`src/rtl/cmp_pkg.sv`:
```
// Shared definitions for the sequential magnitude comparator.
package cmp_pkg;

    localparam int unsigned CMP_WIDTH = 16;
    localparam int unsigned CMP_DIGIT = 4;

    typedef enum logic [1:0] {
        IDLE = 2'd0,
        RUN  = 2'd1,
        DONE = 2'd2
    } cmp_state_e;

endpackage

```
`src/rtl/digit_comparator.sv`:
```
// Combinational compare of one DIGIT-bit slice.
module digit_comparator #(
    parameter int unsigned DIGIT = 4
) (
    input  logic [DIGIT-1:0] a,
    input  logic [DIGIT-1:0] b,
    output logic             lt,
    output logic             gt,
    output logic             eq
);

    // Unsigned relation of the two digits.
    always_comb begin
        lt = (a < b);
        gt = (a > b);
        eq = (a == b);
    end

endmodule

```
`src/rtl/seq_magnitude_comparator.sv`:
```
// Digit-serial magnitude comparator: walks the captured operands from the most
// significant digit down and stops at the first digit that differs.
module seq_magnitude_comparator
    import cmp_pkg::*;
#(
    parameter int unsigned WIDTH = CMP_WIDTH,
    parameter int unsigned DIGIT = CMP_DIGIT
) (
    input  logic             clk,
    input  logic             rst_n,
    input  logic             start,
    input  logic [WIDTH-1:0] a,
    input  logic [WIDTH-1:0] b,
    input  logic             signed_mode,
    output logic             busy,
    output logic             done,
    output logic             lt,
    output logic             gt,
    output logic             eq
);

    localparam int unsigned NDIG = WIDTH / DIGIT;
    localparam int unsigned IW   = (NDIG > 1) ? $clog2(NDIG) : 1;

    cmp_state_e       state_q, state_d;
    logic [WIDTH-1:0] a_q, a_d;
    logic [WIDTH-1:0] b_q, b_d;
    logic             mode_q, mode_d;
    logic [IW-1:0]    idx_q, idx_d;
    logic             lt_q, lt_d;
    logic             gt_q, gt_d;
    logic             eq_q, eq_d;

    logic [31:0]      base;
    logic [DIGIT-1:0] dig_a;
    logic [DIGIT-1:0] dig_b;
    logic             dig_lt, dig_gt, dig_eq;

    // Select the current digit; in signed mode the sign bits are flipped on the
    // top digit so that an unsigned digit compare orders two's-complement values.
    always_comb begin
        base  = 32'(idx_q) * DIGIT;
        dig_a = a_q[base +: DIGIT];
        dig_b = b_q[base +: DIGIT];
        if (mode_q && (idx_q == IW'(NDIG - 1))) begin
            dig_a[DIGIT-1] = ~dig_a[DIGIT-1];
            dig_b[DIGIT-1] = ~dig_b[DIGIT-1];
        end
    end

    digit_comparator #(
        .DIGIT(DIGIT)
    ) u_digit_comparator (
        .a  (dig_a),
        .b  (dig_b),
        .lt (dig_lt),
        .gt (dig_gt),
        .eq (dig_eq)
    );

    // Next-state, operand capture and result flag logic.
    always_comb begin
        state_d = state_q;
        a_d     = a_q;
        b_d     = b_q;
        mode_d  = mode_q;
        idx_d   = idx_q;
        lt_d    = lt_q;
        gt_d    = gt_q;
        eq_d    = eq_q;
        case (state_q)
            IDLE, DONE: begin
                if (start) begin
                    a_d     = a;
                    b_d     = b;
                    mode_d  = signed_mode;
                    idx_d   = IW'(NDIG - 1);
                    lt_d    = 1'b0;
                    gt_d    = 1'b0;
                    eq_d    = 1'b0;
                    state_d = RUN;
                end else begin
                    state_d = IDLE;
                end
            end
            RUN: begin
                if (dig_eq) begin
                    if (idx_q == '0) begin
                        eq_d    = 1'b1;
                        state_d = DONE;
                    end else begin
                        idx_d = idx_q - IW'(1);
                    end
                end else begin
                    lt_d    = dig_lt;
                    gt_d    = dig_gt;
                    state_d = DONE;
                end
            end
            default: state_d = IDLE;
        endcase
    end

    // State and datapath registers with asynchronous clear.
    always_ff @(posedge clk or negedge rst_n) begin
        if (!rst_n) begin
            state_q <= IDLE;
            a_q     <= '0;
            b_q     <= '0;
            mode_q  <= 1'b0;
            idx_q   <= '0;
            lt_q    <= 1'b0;
            gt_q    <= 1'b0;
            eq_q    <= 1'b0;
        end else begin
            state_q <= state_d;
            a_q     <= a_d;
            b_q     <= b_d;
            mode_q  <= mode_d;
            idx_q   <= idx_d;
            lt_q    <= lt_d;
            gt_q    <= gt_d;
            eq_q    <= eq_d;
        end
    end

    assign busy = (state_q == RUN);
    assign done = (state_q == DONE);
    assign lt   = lt_q;
    assign gt   = gt_q;
    assign eq   = eq_q;

endmodule
```
`config.mk`:
```
export PLATFORM = sky130hd
export DESIGN_NAME = seq_magnitude_comparator
export DESIGN_NICKNAME = d
export VERILOG_FILES = /design/src/rtl/cmp_pkg.sv /design/src/rtl/digit_comparator.sv /design/src/rtl/seq_magnitude_comparator.sv
export SDC_FILE = /design/constraint.sdc
export NUM_CORES = 1
export LEC_CHECK = 0
export CORE_ASPECT_RATIO = 0.5
export CORE_MARGIN = 2
export CORE_UTILIZATION = 45
export DETAILED_ROUTE_END_ITERATION = 10
export GPL_TIMING_DRIVEN = 0
export MAX_ROUTING_LAYER = met4
export PLACE_DENSITY = 0.75
export SYNTH_ARGS = -nofsm -noshare
export SYNTH_HDL_FRONTEND = slang
export SYNTH_HIERARCHICAL = 1
export SYNTH_SLANG_ARGS = --single-unit
```
`constraint.sdc`:
```
create_clock -name clk -period 2.4 [get_ports clk]
set_clock_uncertainty 0.2 [all_clocks]
set_input_delay 0.36 -clock clk [delete_from_list [all_inputs] [get_ports clk]]
set_output_delay 0.36 -clock clk [all_outputs]
set_load 0.01 [all_outputs]
```
==> impl_results.md <==
- Clock sink count: 40
- CTS Buf Count: 5
- Diode count: 0
- Worst setup EP type: register
- Vias: 1210
- Setup Viol. Count Final: 5
- Vias in the first global route: 1213
- Max-Cap Viols: 0
- WL final: 3.59 mm
- FF+latch count, synth: 40
- Synth area leader: dfrtp_1
- DIE AREA: 0.00485 sq mm
- CTS tree: yes
- Area Overhead vs Synth: 34.2%
- Routability congestion estimate: 0.690
- PwrDens: 1190 mW/mm^2
- Cell Rows: 16
- Final WS setup: -0.0541 ns
- Drc violations: 0
- Synthesized instance count: 130
- Fill cell count: 316
- Bufs on Longest Clock Path: 2
- Share of cells above drive strength 1: 0.410
- Grt ovf: 0
- Mapped Area: 0.00193 sq mm
- Peak supply drop: 0.500 mV
- Synth cell count leaders: dfrtp_1, mux2_2, inv_1
- Minimum clock period: 2.45 ns
- Synth Area per Inst: 14.8 sq um
- Die Height: 50.3 um
- CP top delay family: multiplexers
- Layout Nets: 224
- Synth top area share: 0.520
- Worst Setup Start Kind: register
- Final hold slack: -0.0149 ns
- IO buf count: 40
- Critical path arrival: 2.43 ns
- Max Slew Vio Count: 0
- Starting DRC count in detailed routing: 17
- Post-synth net total: 172
- Synth unique cells: 23
- CTS root buf: clkbuf_8
- Main synth FF type: dfrtp_1
- Top cells by area, synth: dfrtp_1, mux2_2, mux4_1, ha_1, inv_1
- Max Freq: 407 MHz
- DP Worst Slack: -0.241 ns
- Die Wd: 96.5 um
- Sequential fraction of the synthesis area: 0.520
- Initial antenna violation count: 0
- Worst-Skew Late Latency: 0.29 ns
- Critical path peak fanout: 3
- Crit share post-route: 1.02
- Crit Path Category: register to register
- Hold Crit Class: input port to asynchronous set/reset pin
- Leak: 1.11 nW
- Number of enable flip-flop cells after synthesis: 0
- DRT antenna net count: 0
- WP data required: 2.38 ns
- CTS clk-pin slew, worst paths: 0.08 ns
- Largest net degree at the start of global routing: 41
- Worst Tran Pin Value: 0.873 ns
- Drt wl/cell: 15.2 um
- Ports: 41
- Global-route wire length before repair: 5.93 mm
- Area of the core: 0.00400 sq mm
- # H-tree levels: 2
- Ys async rst share: 1.00
- Yosys warns: 6
- DRT Pass-1 Iters: 4
- Crit path cell chain: buf_6 > mux4_2 > xnor2_2 > inv_1 > ha_4 > nand2_4 > o21bai_4 > and2_1 > mux2_4
- Max stage delay cell, worst path: mux4_2
- Slew headroom: 0.418
- Status: complete, but fails checks
- Hold Vio Cnt, Final: 40
- Vias per inst: 5.11
- Hpwl dp: 2.44 mm
- Failing checks: negative hold slack, negative setup slack
- Count leader, synth: dfrtp_1
- CP max stage delay: 0.52 ns
- Total track usage: 0.173
- Initial Util: 0.481
- Hold_buf cts: 0
- Unrepaired setup endpoints after global routing: true
- CP Buf/Inv Count: 2
## logic make-up after synthesis
family | Yosys count | synth area share
DFF | 40 | 0.520
xor gates and xnor gates | 2 | 0.00910
and+or+nand+nor | 17 | 0.0533
AOI/OAI and AO/OA | 7 | 0.0279
buffers and inverters | 15 | 0.0390
adders and majority gates | 6 | 0.0390
muxes | 43 | 0.312
## power by group
part / leakage (nW) / internal (W) / switching (W) / total, W
sequential: 0.468 / 0.000896 / 0.000113 / 0.00101
combinational: 0.598 / 0.000955 / 0.000634 / 0.00159
clock: 0.0455 / 0.000235 / 0.000230 / 0.000464
total: 1.11 / 0.00209 / 0.000976 / 0.00306
## layout make-up
type,count,area (sq um),share of cell area
inverter,9,33.8,0.0131
sequential,40,1000,0.387
clock buffer,8,90.1,0.0349
multi-input combinational,75,902,0.349
tap,54,67.6,0.0262
timing repair buffer,45,445,0.172
buffer,6,43.8,0.0169
## cell usage in the layout, fill, tap and decap left out, drive strengths merged
cell type and n:
nor2 2, clkdlybuf4s50 39, and2 1, and4bb 1, clkbuf 8, o22ai 1
or2 1, nor3 2, mux2 35, xnor2 2, nand2b 1, dfrtp 40
inv 9, nor2b 5, nand2 4, mux4 8, ha 6, o21bai 1
buf 12, a21oi 5
## state kept, by name, summed over array words and instances, names as in the netlist
| register | flops |
|---|---|
| a_q | 16 |
| b_q | 16 |
| idx_q | 2 |
| state_q | 2 |
| eq | 1 |
| gt | 1 |
| lt | 1 |
| mode_q | 1 |
## what timing repair did
action	4_1_cts	5_1_grt
setup endpoints to repair	5	6
pin swaps	7	2
buffers inserted	4	1
resized for setup	18	1
## per-layer routing
layer,track usage,part of all wire,up-vias
met5,-,0,-
met4,0.0775,0.017,0
met3,0.0405,0.028,6
met2,0.247,0.49,20
met1,0.239,0.47,623
li1,-,-,561
## final timing paths
| kind | cells after the start | end | start | slack (ns) |
|---|---|---|---|---|
| max | 9 | lt | idx_q[0] | -0.05 |
| min | 1 | a_q[0] | rst_n | -0.01 |
| max reg2reg | 9 | lt | idx_q[0] | -0.05 |
| min reg2reg | 1 | b_q[6] | b_q[6] | 0.31 |
| max in group asynchronous | 1 | b_q[12] | rst_n | 1.47 |
| min in group clk | 1 | b_q[6] | b_q[6] | 0.31 |
## metrics by stage
| stage | std cells | TNS [ns] | utilization | instance area [sq um] | power (W) |
|---|---|---|---|---|---|
| detailed placement | 224 | -1.10 | 0.598 | 2390 | 0.00221 |
| global route | 237 | -0.677 | 0.645 | 2580 | 0.00324 |
| CTS | 236 | -0.158 | 0.642 | 2570 | 0.00301 |
| global placement | 224 | -8.03 | 0.599 | 2400 | 0.00218 |
| finish | 237 | -0.229 | 0.645 | 2580 | 0.00306 |
| floorplan | 130 | -0.255 | - | 1930 | 0.00192 |
Note: power is estimated with default switching activity, not from simulation.
==> variant: new RTL, same settings <==
`CMP_WIDTH`: 16 -> 32.
--- a/src/rtl/cmp_pkg.sv
+++ b/src/rtl/cmp_pkg.sv
@@ -3,3 +3,3 @@
 
-    localparam int unsigned CMP_WIDTH = 16;
+    localparam int unsigned CMP_WIDTH = 32;
     localparam int unsigned CMP_DIGIT = 4;
Interface: changed (resized a and b); port bits go from 41 to 73. The function was not compared with the original's and may differ.
==> variant against the unedited design <==
The flow finishes with violations (negative setup slack); cell count increased by 140%; worst setup slack got worse by 0.23 ns; area after synthesis increased by 81%; die area increased by 75%; fmax decreased by 8.6%; sequential cell count increased by 33; clock power increased to 2.9 times the old value; routed wire length increased by 130%; design area increased by 87%; power increased by 84%; largest cell class unchanged.
==> variant: results (changes against the unedited design) <==
Synth Register Bits: 73 (+83%)
clk_buf instances: 11 (+3)
outcome: complete, but fails checks
Multi-In Gates: 275 (+270%)
share of layout cells above drive strength 1: 0.1453 (-0.2646)
Netlist cell types: 30 (+30%)
Top Registers: a_q x32, b_q x32, idx_q x3
Static Leakage: 2.407 nW (+120%)
Seq group: 1.93 mW (+91%)
post-DP HPWL: 5712 um (+130%)
Multi-input gate area: 1589 sq um (+76%)
Seq/Total Area, Yosys: 0.5252 (+0.005362)
worst hold path class: register to register
DR iter-0 viols: 224 (+207)
IO Port Bufs: 72 (+80%)
top cells by area, synth: dfrtp_1 (53%), nand2_1 (24%), mux4_2 (7.1%)
clk cell area share: 0.06347 (+0.02860)
setup TNS: -1.516 ns (-1.286 ns)
post-CTS resize count: 4 (-14)
commonest cells in the netlist: nand2_1 (222), dfrtp_1 (73), clkbuf_1 (12)
violated checks: negative setup slack
RD Place Congestion: 0.8144 (+18%)
Slew HR: 0.4053 (-0.01245)
largest net degree at the start of global routing: 74 (+80%)
global-route usage over all layers: 0.2225 (+0.04924)
CTS Hold Buffers Added: 1 (+1)
Syn Area/Cell: 9.251 sq um (-38%)
Worst-Skew Late Latency: 0.34 ns (+0.05 ns)
Via Count: 2,831 (+130%)
Seq area share: 0.3785 (-0.008912)
sw frac: 0.3331 (+0.01427)
Setup Buffers After CTS: 6 (+2)
final setup violation count: 8 (+3)
slowest cell delay on critical path: 0.55 ns (+0.03 ns)
Peak VDD IR: 0.0004858 V (-2.8%)
NonClk Buf Share: 0.1987 (+0.009359)
CP Max Fanout: 6 (+3)
syn_nets: 451 (+160%)
vias in the first global route: 2,814 (+130%)
Root Buffer: clkbuf_16
CTS clk-pin slew, worst paths: 0.05 ns (-0.03 ns)
WL/cell: 14.64 um (-3.4%)
FILL cells: 583 (+84%)
setup slack after layout: -0.2863 ns (-0.2322 ns)
DR vias/cell: 4.958 (-2.9%)
non-clock inverter total of the final layout: 7 (-2)
Non-clk bufs: 104 (+100%)
Most used DFF post-synth: dfrtp_1
pwr/cell area: 1169 nW/um^2 (-1.3%)
NumNets Final: 545 (+140%)
first-pass GRT wire length: 13,450 um (+130%)
[variant: cell types whose count changed after synthesis, moves of 4 or more]
cell / unedited run / this run
nand2_1: 4 / 222
mux2_2: 35 / 0
dfrtp_1: 40 / 73
clkbuf_1: 0 / 12
mux4_2: 1 / 11
buf_2: 3 / 7
[variant: path summary, 6_finish.rpt]
| kind | slack (ns) | cells after the start | endpoint | startpoint |
|---|---|---|---|---|
| worst max register to register | -0.29 | 10 | idx_q[2] | idx_q[0] |
| max in group asynchronous | 0.85 | 2 | idx_q[0] | rst_n |
| worst max-delay path | -0.29 | 10 | idx_q[2] | idx_q[0] |
| worst min-delay path | 0.27 | 2 | a_q[9] | a_q[9] |
| worst min register to register | 0.27 | 2 | a_q[9] | a_q[9] |
| min in group asynchronous | 0.52 | 2 | a_q[8] | rst_n |
[variant: metrics by stage]
step	area (sq um)	utilization
2_1_floorplan	3510	-
3_3_place_gp	4350	0.5875
3_5_place_dp	4348	0.5872
4_1_cts	4727	0.6384
5_1_grt	4830	0.6522
6_report	4830	0.6522
[variant: kinds of logic (layout without fill, tap and decap cells)]
group | after synthesis | count (layout) | synth area share
AO/OA/AOI/OAI | 12 | 12 | 0.02842
XOR/XNOR | 2 | 2 | 0.005037
adder cells (fa/ha/maj) | 7 | 7 | 0.02518
buffers and inverters | 28 | 127 | 0.03705
flip-flops | 73 | 73 | 0.5252
multiplexers | 17 | 17 | 0.1119
AND/OR/NAND/NOR | 237 | 237 | 0.2673
[variant: layer usage]
metal | vias to the layer above | track usage | routed length [um]
met5 | - | - | 0
met1 | 1367 | 0.3010 | 3933
met2 | 67 | 0.3225 | 3817
li1 | 1382 | - | -
met4 | 0 | 0.07967 | 142
met3 | 15 | 0.06553 | 464
